File: src/rtl/bd_rr_arbiter.sv
// bd_rr_arbiter: 4-source round-robin arbiter with a per-grant burst limit feeding one registered output slot.
// Build option BD_ARB_TAG_EN: out_data gains a 2-bit source tag above the payload.
`default_nettype none

module bd_rr_arbiter #(
  parameter int NUM_BITS  = 32,
  parameter int MAX_BURST = 4
) (
  input  logic                  clk,
  input  logic                  reset,
  input  logic [3:0]            in_valid,
  input  logic [4*NUM_BITS-1:0] in_data,
  output logic [3:0]            in_ready,
  output logic                  out_valid,
`ifdef BD_ARB_TAG_EN
  output logic [NUM_BITS+1:0]   out_data,
`else
  output logic [NUM_BITS-1:0]   out_data,
`endif
  input  logic                  out_ready,
  output logic [1:0]            grant_id
);

  localparam logic [0:0] IDLE       = 1'b0;
  localparam logic [0:0] BURST      = 1'b1;
  localparam logic [3:0] BURST_LAST = 4'(MAX_BURST);

  logic [0:0]          state;
  logic [1:0]          last_grant;
  logic [3:0]          burst_cnt;
  logic                slot_free;
  logic                any_valid;
  logic                xfer;
  logic                burst_full;
  logic                src_dropped;
  logic                rearb;
  logic [1:0]          next_grant;
  logic [NUM_BITS-1:0] grant_data;

  assign slot_free = !out_valid || out_ready;
  assign any_valid = |in_valid;

  always_comb begin
    in_ready = 4'b0000;
    if (state == BURST && slot_free) begin
      in_ready[grant_id] = 1'b1;
    end
  end

  assign xfer       = |(in_valid & in_ready);
  assign grant_data = in_data[int'(grant_id)*NUM_BITS +: NUM_BITS];

  // The burst closes on the edge of its last word, so the next grant is
  // already in place for the following cycle and no bubble appears.
  assign burst_full  = xfer && (burst_cnt + 4'd1 == BURST_LAST);
  assign src_dropped = (state == BURST) && !in_valid[grant_id] && slot_free;
  assign rearb       = burst_full || src_dropped;

  // Offsets 1..4 from last_grant; offset 4 wraps to the last grantee itself.
  // Scanning downward lets the nearest requester overwrite the farther ones.
  always_comb begin
    next_grant = last_grant;
    for (int k = 4; k >= 1; k--) begin
      if (in_valid[last_grant + 2'(k)]) begin
        next_grant = last_grant + 2'(k);
      end
    end
  end

  always_ff @(posedge clk or negedge reset) begin
    if (!reset) begin
      state      <= IDLE;
      grant_id   <= 2'd0;
      last_grant <= 2'd3;
      burst_cnt  <= 4'd0;
    end else begin
      case (state)
        IDLE: begin
          if (any_valid) begin
            state      <= BURST;
            grant_id   <= next_grant;
            last_grant <= next_grant;
            burst_cnt  <= 4'd0;
          end
        end
        default: begin
          if (rearb) begin
            burst_cnt <= 4'd0;
            if (any_valid) begin
              grant_id   <= next_grant;
              last_grant <= next_grant;
            end else begin
              state <= IDLE;
            end
          end else if (xfer) begin
            burst_cnt <= burst_cnt + 4'd1;
          end
        end
      endcase
    end
  end

  always_ff @(posedge clk or negedge reset) begin
    if (!reset) begin
      out_valid <= 1'b0;
      out_data  <= '0;
    end else if (xfer) begin
      out_valid <= 1'b1;
`ifdef BD_ARB_TAG_EN
      out_data  <= {grant_id, grant_data};
`else
      out_data  <= grant_data;
`endif
    end else if (out_ready) begin
      out_valid <= 1'b0;
    end
  end

endmodule

`default_nettype wire
File: config.mk
export PLATFORM = sky130hd
export DESIGN_NAME = bd_rr_arbiter
export DESIGN_NICKNAME = d
export VERILOG_FILES = /design/src/rtl/bd_rr_arbiter.sv
export SDC_FILE = /design/constraint.sdc
export NUM_CORES = 1
export LEC_CHECK = 0
export CAP_MARGIN = 20
export CORE_ASPECT_RATIO = 1.5
export CORE_MARGIN = 3
export CORE_UTILIZATION = 33
export DETAILED_ROUTE_END_ITERATION = 8
export GPL_TIMING_DRIVEN = 0
export PLACE_DENSITY = 0.77
export SLEW_MARGIN = 20
export SYNTH_ARGS = -nofsm -noshare
export SYNTH_HDL_FRONTEND = slang
export SYNTH_SLANG_ARGS = --single-unit
export TNS_END_PERCENT = 50
File: constraint.sdc
create_clock -name clk -period 2.2 [get_ports clk]
set_clock_uncertainty 0.05 [all_clocks]
set_input_delay 0.44 -clock clk [delete_from_list [all_inputs] [get_ports clk]]
set_output_delay 0.44 -clock clk [all_outputs]
set_load 0.05 [all_outputs]
==> summary.md <==
| Metric | Value |
|---|---|
| Synthesized area | `2650 um^2` |
| CP max stage cell | `clkdlybuf4s50_1` |
| Htree depth | `2` |
| Vias in the first global route | `2600` |
| Avg Cell Area, Syn | `15.7 um^2` |
| Worst-path clk slew | `around 60 ps` |
| Post-route total power | `6.86 mW` |
| Final-report setup violation count | `0` |
| Core ar. | `7710 um^2` |
| Slew headroom | `43.7%` |
| CP Max Fanout | `11` |
| Number of synthesized register bits | `42` |
| Die area | `~9200 um^2` |
| WL/cell | `approximately 18 um` |
| Post-CTS Setup Inserts | `0` |
| Syn_nets | `305` |
| Root Buffer | `clkbuf_16` |
| Clock Sinks | `42` |
| Aggregate global routing overflow | `0` |
| Ys Warns | `0` |
| Skew-Pair Late Insertion Delay | `around 280 ps` |
| Overall global routing resource usage | `18.4%` |
| DR iter-0 viols | `46` |
| Synth area leaders | `dfrtp_1 (38%), mux4_2 (28%), mux2_4 (15%)` |
| CP Data Required Time | `1710 ps` |
| Initial Utilization | `34.3%` |
| Placed Cells | `445` |
| Post-DP HPWL | `around 6.8 mm` |
| Leak Pwr | `around 2 nW` |
| Hold crit path type | `input pin to asynchronous set/reset pin` |
| Setup crit end kind | `output pin` |
| Routability cong. | `between 0.7 and 0.8` |
| # port buffers | `between 150 and 200` |
| Max Transition Viols Final | `0` |
| Critical path's largest stage delay | `870 ps` |
| # rows | `39` |
| Vias | `2263` |
| Cell taking the most area after synthesis | `dfrtp_1` |
| Total CTS buffers | `5` |
| Max-Cap Viols | `0` |
| Die Ht | `116 um` |
| CTS Buffer Depth | `2` |
| Tcrit/Tclk final | `97.4%` |
| Ant diodes | `0` |
| Share of cells above drive strength 1 | `26.9%` |
| Share of Yosys cell area claimed by the top area cell type | `37.8%` |
| FMAX | `~470 MHz` |
| Top-Level Pins | `174` |
| Nets | `485` |
| CP Data Arrival Time | `1650 ps` |
| Crit Path Category | `flip-flop to output pin` |
| Run status | `finished, final reports clean` |
| Via/cell ratio | `5.01` |
| Cell Pwr Density | `1450 nW/um^2` |
| Pre-antenna DRT Iters | `4` |
| Final Hold Viols | `0` |
| Distinct cell type count after synthesis | `36` |
| Residual DRC | `0` |
| Hold slack | `20.8 ps` |
| Final WL | `a little over 8 mm` |
| CTS tree | `done` |
| Post-DP Area | `4550 um^2` |
| Largest net degree at the start of global routing | `29` |
| Initial antenna violation count | `0` |
| Final instance area | `4720 um^2` |
| Cell count after synthesis | `approximately 170` |
| Crit start category | `flip-flop` |
| Die width | `79.1 um` |
| Non-filler cells, final | `452` |
| Layout area overhead | `78.3%` |
| Worst path top cell family by delay | `buffers and inverters` |
| CP cell instances | `clkdlybuf4s50_1` |
| Buf+Inv Stages, Crit Path | `1` |
| Tmin final | `2140 ps` |
| Seq/Total Area, Yosys | `roughly two fifths` |
| FF-to-FF setup slack | `roughly 100 ps` |
| VDD IR-drop max | `776 uV` |
| Most frequent cells in the layout | `clkdlybuf4s50_1 (164), dfrtp_1 (38), mux4_2 (33)` |
| First-pass GRT wire length | `roughly 13 mm` |
| Post-route ant nets | `0` |
| Worst-margin pin slew | `837 ps` |
| Most common cell after layout, fill and taps aside | `clkdlybuf4s50_1` |
[flip-flops by register name, summed over array words and instances (netlist names)]
register	count
out_data	32
grant_id	2
out_valid	1
last_grant	2
state	1
burst_cnt	4
[power breakdown]
part           internal [mW]  switching (mW)  leakage, nW  total (mW)
Combinational           2.25            2.45         1.38        4.70
Clock                  0.449           0.304       0.0729       0.753
Sequential              1.17           0.237        0.491        1.41
[repair_timing]
action | 4_1_cts | 5_1_grt
resized for setup | 23 | 8
endpoints found under the setup margin | 35 | 35
hold buffers | 0 | 0
[final cells by class]
cell class	instances	area [um^2]
buffer	12	96.3
clock buffer	6	139
clock inverter	2	12.5
fill	669	2990
inverter	3	11.3
multi-input combinational	111	1530
sequential	42	1060
tap	102	128
timing repair buffer	174	1740
[cell usage after synthesis, drive strengths merged]
master   number
buf           9
nand2b        1
nor3          4
or3b          1
a32o          1
a21o          1
o21a          4
a22oi         2
o2bb2ai       1
dfrtp        40
mux4         33
a21oi         1
inv           3
dfstp         2
ha            1
o21ai         4
a311oi        1
nand3b        1
nor2          3
nand2         8
and3b         2
xor2          1
clkbuf        4
mux2i         1
mux2         31
a21boi        1
o211ai        1
and3          1
nand3         3
nor2b         1
o21bai        1
nor4          1
[logic make-up after synthesis]
| family | Yosys count | share of synthesized area [%] |
|---|---|---|
| adders and majority gates | 1 | 0.473 |
| DFF | 42 | 39.8 |
| muxes | 65 | 45.5 |
| xor gates and xnor gates | 1 | 0.331 |
| and+or+nand+nor | 26 | 5.11 |
| buffers and inverters | 16 | 3.73 |
| AOI/OAI and AO/OA | 18 | 5.06 |
[metrics by stage]
stage / utilization, % / setup slack [ps] / setup TNS, ps
2_1_floorplan: - / 13.6 / 0
3_3_place_gp: 58.9 / -727 / -33340
3_5_place_dp: 59.1 / -591 / -10780
4_1_cts: 60.8 / 6.02 / 0
5_1_grt: 61.2 / -9.11 / -9.11
6_report: 61.2 / 56.7 / 0
[worst register-to-register path: stages, from the launching register on]
cell and delay, ps:
dfrtp_2 360, buf_6 170, mux4_2 580, and3_1 220, buf_6 140, buf_6 160, mux2_4 310
[worst paths after layout]
kind                                           from                  endpoint  cells past startpoint
max in group asynchronous                     reset  out_data[20]$_DFFE_PN0P_                      2
hold reg to reg            out_data[30]$_DFFE_PN0P_  out_data[30]$_DFFE_PN0P_                      1
hold / removal                                reset           state$_DFF_PN0_                      1
setup reg to reg            grant_id[0]$_DFFE_PN0P_   out_data[8]$_DFFE_PN0P_                      6
setup / recovery            grant_id[1]$_DFFE_PN0P_               grant_id[1]                      1
min in group clk           out_data[30]$_DFFE_PN0P_  out_data[30]$_DFFE_PN0P_                      1
[per-layer routing]
metal	part of all wire [%]	global-route usage, %
met3	7.3	5.21
met2	57	33.9
met1	34	20.1
met4	2.2	6.42
met5	0	0
Note: power is estimated with default switching activity, not from simulation.
